===== config.mk =====
export PLATFORM = sky130hd
export DESIGN_NAME = pc_fetch_sequencer
export DESIGN_NICKNAME = d
export VERILOG_FILES = /design/src/rtl/pc_fetch_sequencer.sv
export SDC_FILE = /design/constraint.sdc
export NUM_CORES = 1
export LEC_CHECK = 0
export BUFFER_PORTS_ARGS = -buffer_cell sky130_fd_sc_hd__buf_2
export CORE_MARGIN = 5
export CORE_UTILIZATION = 55
export CTS_CLUSTER_SIZE = 40
export DETAILED_ROUTE_END_ITERATION = 10
export PLACE_DENSITY = 0.82
export SYNTH_ARGS = -nofsm -noshare
export SYNTH_HDL_FRONTEND = slang
export SYNTH_SLANG_ARGS = --single-unit

===== constraint.sdc =====
create_clock -name clk -period 5.06 [get_ports clk]
set_clock_uncertainty 0.05 [all_clocks]
set_input_delay 0.506 -clock clk [delete_from_list [all_inputs] [get_ports clk]]
set_output_delay 0.506 -clock clk [all_outputs]
set_load 0.05 [all_outputs]

===== src/rtl/pc_fetch_sequencer.sv =====
// F-stage PC register: sequential fetch, live redirects, redirects captured while stalled.
// One-cycle PC update; stall_f freezes the PC and fetch count, and a redirect seen during the stall is held until release.
module pc_fetch_sequencer #(
  parameter logic [31:0] RESET_PC  = 32'h0000_3000,
  parameter logic [31:0] IM_BASE   = 32'h0000_3000,
  parameter int          IM_WORDS  = 4096,
  parameter int          IM_ADDR_W = 12
) (
  input  logic                 clk,
  input  logic                 reset,
  input  logic                 stall_f,
  input  logic                 redir_valid,
  input  logic [31:0]          redir_target,
  output logic [31:0]          pc_f,
  output logic [31:0]          pc4_f,
  output logic [IM_ADDR_W-1:0] im_addr,
  output logic                 fetch_valid,
  output logic                 adel_f,
  output logic                 redir_pending,
  output logic [31:0]          fetch_count
);

  typedef enum logic [0:0] {
    RUN  = 1'b0,
    HELD = 1'b1
  } state_t;

  // 33-bit so the end-of-memory bound cannot wrap.
  localparam logic [32:0] IM_LIMIT = {1'b0, IM_BASE} + (33'(IM_WORDS) << 2);

  state_t      state_q, state_d;
  logic [31:0] pc_q, pc_d;
  logic [31:0] tgt_q, tgt_d;
  logic        fv_q;
  logic [31:0] cnt_q;
  logic        borrow;

  always_comb begin
    state_d = state_q;
    pc_d    = pc_q;
    tgt_d   = tgt_q;
    if (!stall_f) begin
      state_d = RUN;
      if (redir_valid) begin
        pc_d = redir_target;
      end else if (state_q == HELD) begin
        pc_d = tgt_q;
      end else begin
        pc_d = pc_q + 32'd4;
      end
    end else if (redir_valid) begin
      // Latest redirect during a stall wins.
      state_d = HELD;
      tgt_d   = redir_target;
    end
  end

  always_ff @(posedge clk) begin
    if (reset) begin
      state_q <= RUN;
      pc_q    <= RESET_PC;
      tgt_q   <= 32'd0;
      fv_q    <= 1'b0;
      cnt_q   <= 32'd0;
    end else begin
      state_q <= state_d;
      pc_q    <= pc_d;
      tgt_q   <= tgt_d;
      fv_q    <= 1'b1;
      if (fv_q && !stall_f) begin
        cnt_q <= cnt_q + 32'd1;
      end
    end
  end

  // Word index of (pc - IM_BASE); borrow out of the byte-offset bits keeps it exact for any base.
  assign borrow  = pc_q[1:0] < IM_BASE[1:0];
  assign im_addr = pc_q[IM_ADDR_W+1:2] - IM_BASE[IM_ADDR_W+1:2] - IM_ADDR_W'(borrow);

  assign pc_f          = pc_q;
  assign pc4_f         = pc_q + 32'd4;
  assign fetch_valid   = fv_q;
  assign redir_pending = (state_q == HELD);
  assign fetch_count   = cnt_q;
  assign adel_f        = fv_q && ((pc_q[1:0] != 2'b00) ||
                                  (pc_q < IM_BASE) ||
                                  ({1'b0, pc_q} >= IM_LIMIT));

endmodule


==> summary.txt, run 1 <==
fin. max-slew vios - 0
CTS max path bufs - 2
CTS sink count - 98
critical path class - flip-flop to output pin
cts bufs inserted - 9
CTS H-tree depth - 3
Fin Setup TNS - 0 ns
Critical-path top delay cell - dfxtp_1
clk_lat worst skew - 0.36 ns
Clk pin slew, worst setup/hold paths - 0.10 ns
Avg Cell Area, Syn - 7.98 µm²
Seq/Total Area, Yosys - 0.343
Core Region - 0.0102 mm²
final WL - 16,600 µm
synth warn - 0
ys flop type - dfxtp_1
Yosys cell types - 60
cell row count - 37
Post-Syn Instances - 716
clock root cell - clkbuf_8
FF+latch area - 0.00196 mm²
Synth top area share - 0.343
wire length of the first global-routing pass - 27,000 µm
Die Ht - 112 µm
GRT overflow - 0
Max FO, Critical Path - 7
crit-path leading delay family - compound AO/OA/AOI/OAI gates
final hold vios - 0
WP data required - 4.50 ns
TritonCTS clock tree - yes
layout cells sized above 1 - 0.219
Worst setup SP type - flip-flop
crit path time final - 3.49 ns
gp weighted congestion - 0.933
pwr/cell area - 290 mW/mm²
Initial Util - 0.558
relative slew slack - 0.268
worst-margin pin slew - 1.10 ns
PostCTS Resize Cnt - 0
Synth async-reset ratio - 0
Fill cells - 910
RSZ-0062 raised after global routing - false
via count - 5,733
WP buf/inv - 2
antenna diode count - 0
Layout area overhead - 16.3%
Yosys reg bits - 98
Total GRT Usage - 0.257
worst setup margin - 1.57 ns
Lkg Pwr - 2.86 nW
Post-synth EDFFs - 0
Worst R2R Setup Slack - 2.44 ns
status - finished, final reports clean
wire per inst - 17.2 µm
worst vdd ir - 195 µV
CTS Hold Bufs - 0
Hold Path Class - input port to flip-flop
DRT Pass-1 Iters - 7
Place WS - 1.95 ns
# setup viols final - 0
most frequent cell after synthesis - nand2_1
FMAX - 287 MHz
CP peak stage delay - 0.48 ns
initial antenna violation count - 1
Data arrival, critical path - 2.93 ns
multi-input logic area - 0.00344 mm²
I/O Pins - 147
Buffers on Ports - 146
Avg Vias per Cell - 5.93
Max-Cap Viols - 0
antenna-violating nets left - 0
Post-CTS Setup Repair Bufs - 0
HPWL after DPL - 11,700 µm
final worst-path cycle share - 0.690
pin count of the biggest net entering global routing - 81
Syn Std Cell Area - 0.00571 mm²
vias in the first global route - 5,424
commonest cells in the synthesized netlist - nand2_1 (99), dfxtp_1 (98), nor2_1 (61)
CP endpoint kind - output pin
Yosys top cell by area - dfxtp_1
Remaining DRCs - 0
Syn Nets - 777
Layout Nets - 888
die width - 112 µm
DRT iter0 DRCs - 518
CP Cell Sequence - inv_1, ha_1, a21oi_1, o21ai_0, a221o_1, and3_1, a2111oi_0, buf_2
synth top area cells - dfxtp_1 (34%), nand2_1 (6.5%), xnor2_1 (5.7%), ha_1 (5.5%), a21oi_1 (5.2%)
die area - 0.0125 mm²
final timing paths:
check	startpoint	end	cells past startpoint
hold reg to reg	tgt_q[9]	tgt_q[9]	2
setup / recovery	pc_f[6]	im_addr[9]	8
hold / removal	redir_target[16]	tgt_q[16]	3
setup reg to reg	pc_f[3]	pc_f[31]	6
cell families (layout without fill, tap and decap cells):
logic type	Yosys count	in the layout	synth area share
muxes	13	13	0.0228
and+or+nand+nor	279	279	0.244
AOI/OAI and AO/OA	161	161	0.183
xor gates and xnor gates	64	64	0.0981
DFF	98	98	0.343
buffers and inverters	76	191	0.0537
adders and majority gates	25	25	0.0548
sequential cells by signal, indices dropped and copies added (netlist names):
| name | flops |
|---|---|
| tgt_q | 32 |
| fetch_valid | 1 |
| fetch_count | 32 |
| pc_f | 32 |
| redir_pending | 1 |
layer usage:
metal	wire [µm]	GRT usage	vias to the layer above
met5	13	0	-
met4	519	0.0852	2
met3	1320	0.0511	46
met2	8040	0.434	271
met1	6710	0.329	2678
li1	-	-	2736
where the power goes:
part | switching, mW | internal [mW] | leakage, nW
Sequential | 0.0440 | 0.801 | 0.800
Clock | 0.286 | 0.243 | 0.0989
Combinational | 0.405 | 0.147 | 1.96
Total | 0.734 | 1.19 | 2.86
worst register-to-register path: cells and delay by family, from the launching register on:
family          cells  cell delay [ns]
simple gates        3             1.21
flops               1             0.52
fa+ha+maj           1             0.31
mux                 1             0.25
compound gates      1             0.14
stage by stage:
stage / utilization / power (mW) / hold slack [ns] / instances / area (µm²)
floorplan: - / 1.28 / 0.386 / 716 / 5710
global placement: 0.630 / 1.40 / 0.391 / 952 / 6440
detailed placement: 0.630 / 1.41 / 0.396 / 952 / 6440
CTS: 0.649 / 1.93 / 0.329 / 967 / 6640
global route: 0.649 / 2.01 / 0.326 / 967 / 6640
finish: 0.649 / 1.93 / 0.329 / 967 / 6640
placed cells by master (no fill, tap or decap), drive strengths merged, types with 10 or more instances in the layout:
master,n
xor2,27
a21oi,59
buf,152
ha,25
and3,12
nor4,18
nor2,61
nand3,25
mux2i,13
o21ai,31
nand4,14
xnor2,37
and4,11
nand2,99
dfxtp,98
inv,24
clkbuf,10
layout make-up:
| cell class | count | area share |
|---|---|---|
| flip-flops and latches | 98 | 0.295 |
| well taps | 136 | 0.0256 |
| inverters | 24 | 0.0136 |
| repair buffers | 152 | 0.117 |
| clock buffers | 10 | 0.0207 |
| multi-input cells | 542 | 0.518 |
| clock inverters | 5 | 0.00960 |
Note: power is estimated with default switching activity, not from simulation.
==> inputs of run 2 (changes only) <==
CORE_UTILIZATION = 49   (was 55)
PLACE_DENSITY = 0.78   (was 0.82)
clock period = 3.2 ns   (was 5.06 ns; I/O delays follow)
==> summary.txt, run 2 (same netlist as run 1, synthesis figures left out) <==
Place WS - 0.340 ns
TritonCTS clock tree - yes
Layout Nets - 894
CTS H-tree depth - 3
wire per inst - 16.5 µm
Logic pwr share - 0.267
dpl cell area - 0.00655 mm²
clock root cell - clkbuf_16
pwr/cell area - 485 mW/mm²
Post-CTS Setup Repair Bufs - 0
total power - 3.34 mW
Remaining DRCs - 0
clk_lat worst skew - 0.35 ns
Initial Util - 0.500
Psw - 1.18 mW
Max-Cap Viols - 0
worst vdd ir - 271 µV
design area - 0.00688 mm²
CP endpoint kind - output pin
Avg Vias per Cell - 5.67
pin count of the biggest net entering global routing - 81
status - finished, final reports clean
placed cell count - 965
Total GRT Usage - 0.225
HPWL after DPL - 11,500 µm
Buffers on Ports - 146
critical path class - flip-flop to output pin
commonest non-fill, non-tap cell in the layout - buf_2
fin. max-slew vios - 0
DRT Pass-1 Iters - 5
final core utilization - 0.603
final worst-path cycle share - 0.975
reg2reg start - pc_f[3]
Die Ht - 118 µm
antenna-violating nets left - 0
Clk network pwr share - 0.332
WP data required - 2.83 ns
layout cells sized above 1 - 0.239
CTS max path bufs - 2
CTS sink count - 98
Layout area overhead - 20.5%
Hold Path Cell Cnt - 3
Lkg Pwr - 2.98 nW
CTS Hold Bufs - 0
# setup viols final - 0
Clk pin slew, worst setup/hold paths - 0.07 ns
GRT overflow - 0
gp weighted congestion - 0.881
Flop pwr share - 0.402
I/O Pins - 147
Data arrival, critical path - 2.75 ns
crit path time final - 3.12 ns
reg2reg path depth - 6
critical path startpoint - pc_f[6]
die width - 118 µm
FMAX - 321 MHz
Worst setup SP type - flip-flop
final WL - 16,200 µm
worst setup margin - 0.0811 ns
RR Endpoint - pc_f[20]
cell row count - 39
vias in the first global route - 5,153
Worst R2R Setup Slack - 0.91 ns
cts bufs inserted - 9
initial antenna violation count - 0
Max FO, Critical Path - 7
Net Sw Frac - 0.354
Hold EP - tgt_q[19]
commonest non-fill, non-tap cells in the layout - buf_2 (144), nand2_1 (99), dfxtp_1 (94)
Hold Path Class - input port to flip-flop
Core Region - 0.0114 mm²
wire length of the first global-routing pass - 26,300 µm
Worst Hold Launch - redir_target[19]
DRT iter0 DRCs - 497
die area - 0.0139 mm²
relative slew slack - 0.414
Final Non-Filler Cells - 982
Power Internal - 2.16 mW
final hold vios - 0
worst-margin pin slew - 0.880 ns
via count - 5,572
## run 2: cell count changes in the layout (fill, tap and decap cells not counted), moves of 4 or more
cell	delta
clkbuf_16	+9
buf_4	+6
clkbuf_8	-5
dfxtp_1	-4
dfxtp_2	+4
## run 2: critical path, stage by stage, from the launching register on
cell and delay, ns:
dfxtp_2 0.40, inv_1 0.08, ha_1 0.33, a21oi_1 0.18
o21ai_0 0.17, a221o_1 0.40, and3_1 0.23, a2111oi_2 0.36
buf_4 0.26
## run 2: worst max-delay path by stage
stage	end	slack [ns]	cells past startpoint
2_1_floorplan	im_addr[9]	-0.34	7
3_3_place_gp	im_addr[9]	0.44	8
3_5_place_dp	im_addr[9]	0.34	8
4_1_cts	im_addr[9]	0.01	8
5_1_grt	im_addr[9]	-0.02	8
6_report	im_addr[9]	0.08	8
## run 2: layout make-up
| class | count | area (µm²) |
|---|---|---|
| fill | 1068 | 4540 |
| multi-input combinational | 542 | 3490 |
| sequential | 98 | 1970 |
| timing repair buffer | 158 | 838 |
| clock buffer | 14 | 294 |
| tap | 143 | 179 |
| inverter | 24 | 90.1 |
| clock inverter | 2 | 16.3 |
| antenna | 1 | 2.50 |
## run 2: per-stage QoR
stage,hold WS [ns],setup TNS (ns)
finish,0.169,0
global route,0.172,-0.0152
CTS,0.160,0
detailed placement,0.397,0
global placement,0.391,0
floorplan,0.386,-0.372
## run 2: timing repair
action | CTS | global route
gates resized for setup | 2 | 7
pin swaps | 0 | 0
setup endpoints to repair | 1 | 3
cloned | 0 | 0
hold endpoints to repair | 0 | 0
## run 2: per-layer routing
metal | routed length, µm | track usage | vias to the layer above
met5 | 0 | 0 | -
met4 | 351 | 0.0932 | 0
met3 | 1030 | 0.0471 | 27
met2 | 7510 | 0.345 | 189
met1 | 7290 | 0.307 | 2606
li1 | - | - | 2750
## run 2: power groups by stage
stage | Clock, mW | Sequential [mW] | Combinational (mW)
2_1_floorplan | 0 | 1.44 | 0.595
3_3_place_gp | 0 | 1.36 | 0.872
3_5_place_dp | 0 | 1.37 | 0.877
4_1_cts | 1.13 | 1.34 | 0.884
5_1_grt | 1.18 | 1.35 | 0.944
6_report | 1.11 | 1.34 | 0.890
==> inputs of run 3 (changes only) <==
GPL_TIMING_DRIVEN = 0   (was default)
==> summary.txt, run 3 (same netlist as run 1, synthesis figures left out) <==
Worst Hold Launch - redir_target[18]
dpl cell area - 0.00665 mm²
design area - 0.00701 mm²
final worst-path cycle share - 0.946
Worst R2R Setup Slack - 0.84 ns
Max FO, Critical Path - 6
CP endpoint kind - output pin
GRT overflow - 0
Avg Vias per Cell - 5.81
DRT iter0 DRCs - 649
status - finished, final reports clean
HPWL after DPL - 12,800 µm
Layout Nets - 933
Hold Path Class - input port to flip-flop
antenna-violating nets left - 0
Fin Setup TNS - 0 ns
CTS H-tree depth - 3
Data arrival, critical path - 2.66 ns
Flop pwr share - 0.387
Layout area overhead - 22.7%
CP Cell Sequence - inv_1, ha_1, or3b_2, o22ai_1, o41ai_2, o311ai_2, buf_2
clk_lat worst skew - 0.35 ns
RSZ-0062 raised after global routing - false
Net Sw Frac - 0.357
Buffers on Ports - 144
relative slew slack - 0.295
DRT Pass-1 Iters - 6
Clk pin slew, worst setup/hold paths - 0.07 ns
antenna diode count - 0
CTS max path bufs - 2
Clk network pwr share - 0.345
final hold vios - 0
final WL - 17,700 µm
pwr/cell area - 490 mW/mm²
reg2reg start - pc_f[3]
vias in the first global route - 5,447
worst vdd ir - 305 µV
Die Ht - 118 µm
commonest non-fill, non-tap cells in the layout - buf_2 (148), nand2_1 (99), dfxtp_1 (92)
via count - 5,928
die width - 118 µm
CP peak stage delay - 0.45 ns
Total GRT Usage - 0.246
cell row count - 39
clock root cell - clkbuf_16
critical path class - flip-flop to output pin
FMAX - 331 MHz
wire per inst - 17.4 µm
Initial Util - 0.500
Psw - 1.23 mW
critical path startpoint - pc_f[4]
commonest non-fill, non-tap cell in the layout - buf_2
Lkg Pwr - 3.00 nW
Max-Cap Viols - 0
fin. max-slew vios - 0
WP data required - 2.83 ns
final core utilization - 0.614
Critical-path top delay cell - or3b_2
Remaining DRCs - 0
gp weighted congestion - 0.956
initial antenna violation count - 1
Power Internal - 2.21 mW
crit path time final - 3.03 ns
cts bufs inserted - 9
worst-margin pin slew - 1.04 ns
# setup viols final - 0
CTS sink count - 98
wire length of the first global-routing pass - 28,300 µm
die area - 0.0139 mm²
Logic pwr share - 0.268
TritonCTS clock tree - yes
Core Region - 0.0114 mm²
I/O Pins - 147
layout cells sized above 1 - 0.228
Worst setup SP type - flip-flop
pin count of the biggest net entering global routing - 17
==> run 3: cell types whose count changed in the layout (fill, tap and decap cells not counted), moves of 2 or more <==
cell and delta:
dfxtp_1 -2, dfxtp_2 +2, nor3_2 +2, buf_4 -6, buf_2 +4, nor3_1 -2
clkbuf_8 -5, buf_1 +3, clkbuf_1 +40, bufinv_16 +2
==> run 3: layout make-up <==
class / instances / area [µm²]
fillers: 1032 / 4410
multi-input cells: 542 / 3500
flip-flops and latches: 98 / 1970
repair buffers: 145 / 731
clock buffers: 10 / 229
plain buffers: 52 / 218
well taps: 143 / 179
inverters: 24 / 90.1
clock inverters: 6 / 88.8
==> run 3: power by group through the flow <==
stage	registers (mW)	logic (mW)	clock network (mW)
floorplan	1.44	0.595	0
global placement	1.36	0.899	0
detailed placement	1.36	0.905	0
CTS	1.33	0.913	1.20
global route	1.34	0.977	1.24
finish	1.33	0.921	1.18
==> run 3: final timing paths <==
path / to / cells after the start
worst min-delay path: tgt_q[18] / 3
worst min register to register: tgt_q[26] / 2
worst max register to register: pc_f[20] / 6
worst max-delay path: im_addr[10] / 7
==> run 3: metal layers <==
metal | global-route usage | vias up | wire length, µm
li1 | - | 2841 | -
met1 | 0.334 | 2752 | 7720
met2 | 0.383 | 296 | 8000
met3 | 0.0471 | 37 | 1540
met4 | 0.100 | 2 | 457
met5 | 0 | - | 7
==> run 3: metrics by stage <==
step | hold slack, ns | total power, mW | std cells | worst slack [ns]
5_1_grt | 0.175 | 3.56 | 1020 | 0.0606
6_report | 0.165 | 3.44 | 1020 | 0.174
2_1_floorplan | 0.386 | 2.03 | 716 | -0.336
3_3_place_gp | 0.392 | 2.25 | 1003 | 0.253
4_1_cts | 0.161 | 3.44 | 1020 | 0.0108
3_5_place_dp | 0.397 | 2.26 | 1003 | 0.221
==> run 3: what timing repair did <==
action	4_1_cts	5_1_grt
setup buffers	1	0
setup endpoints to repair	9	9
endpoints found under the hold margin	0	0
hold buffers	0	0
gates resized for setup	4	10
pin swaps	1	0
==> run 3: worst max-delay path, delay by kind of cell, from the launching register on <==
kind	cells	cell delay (ns)
simple gates	1	0.45
compound gates	3	0.69
buf+inv	2	0.41
flops	1	0.40
fa+ha+maj	1	0.35
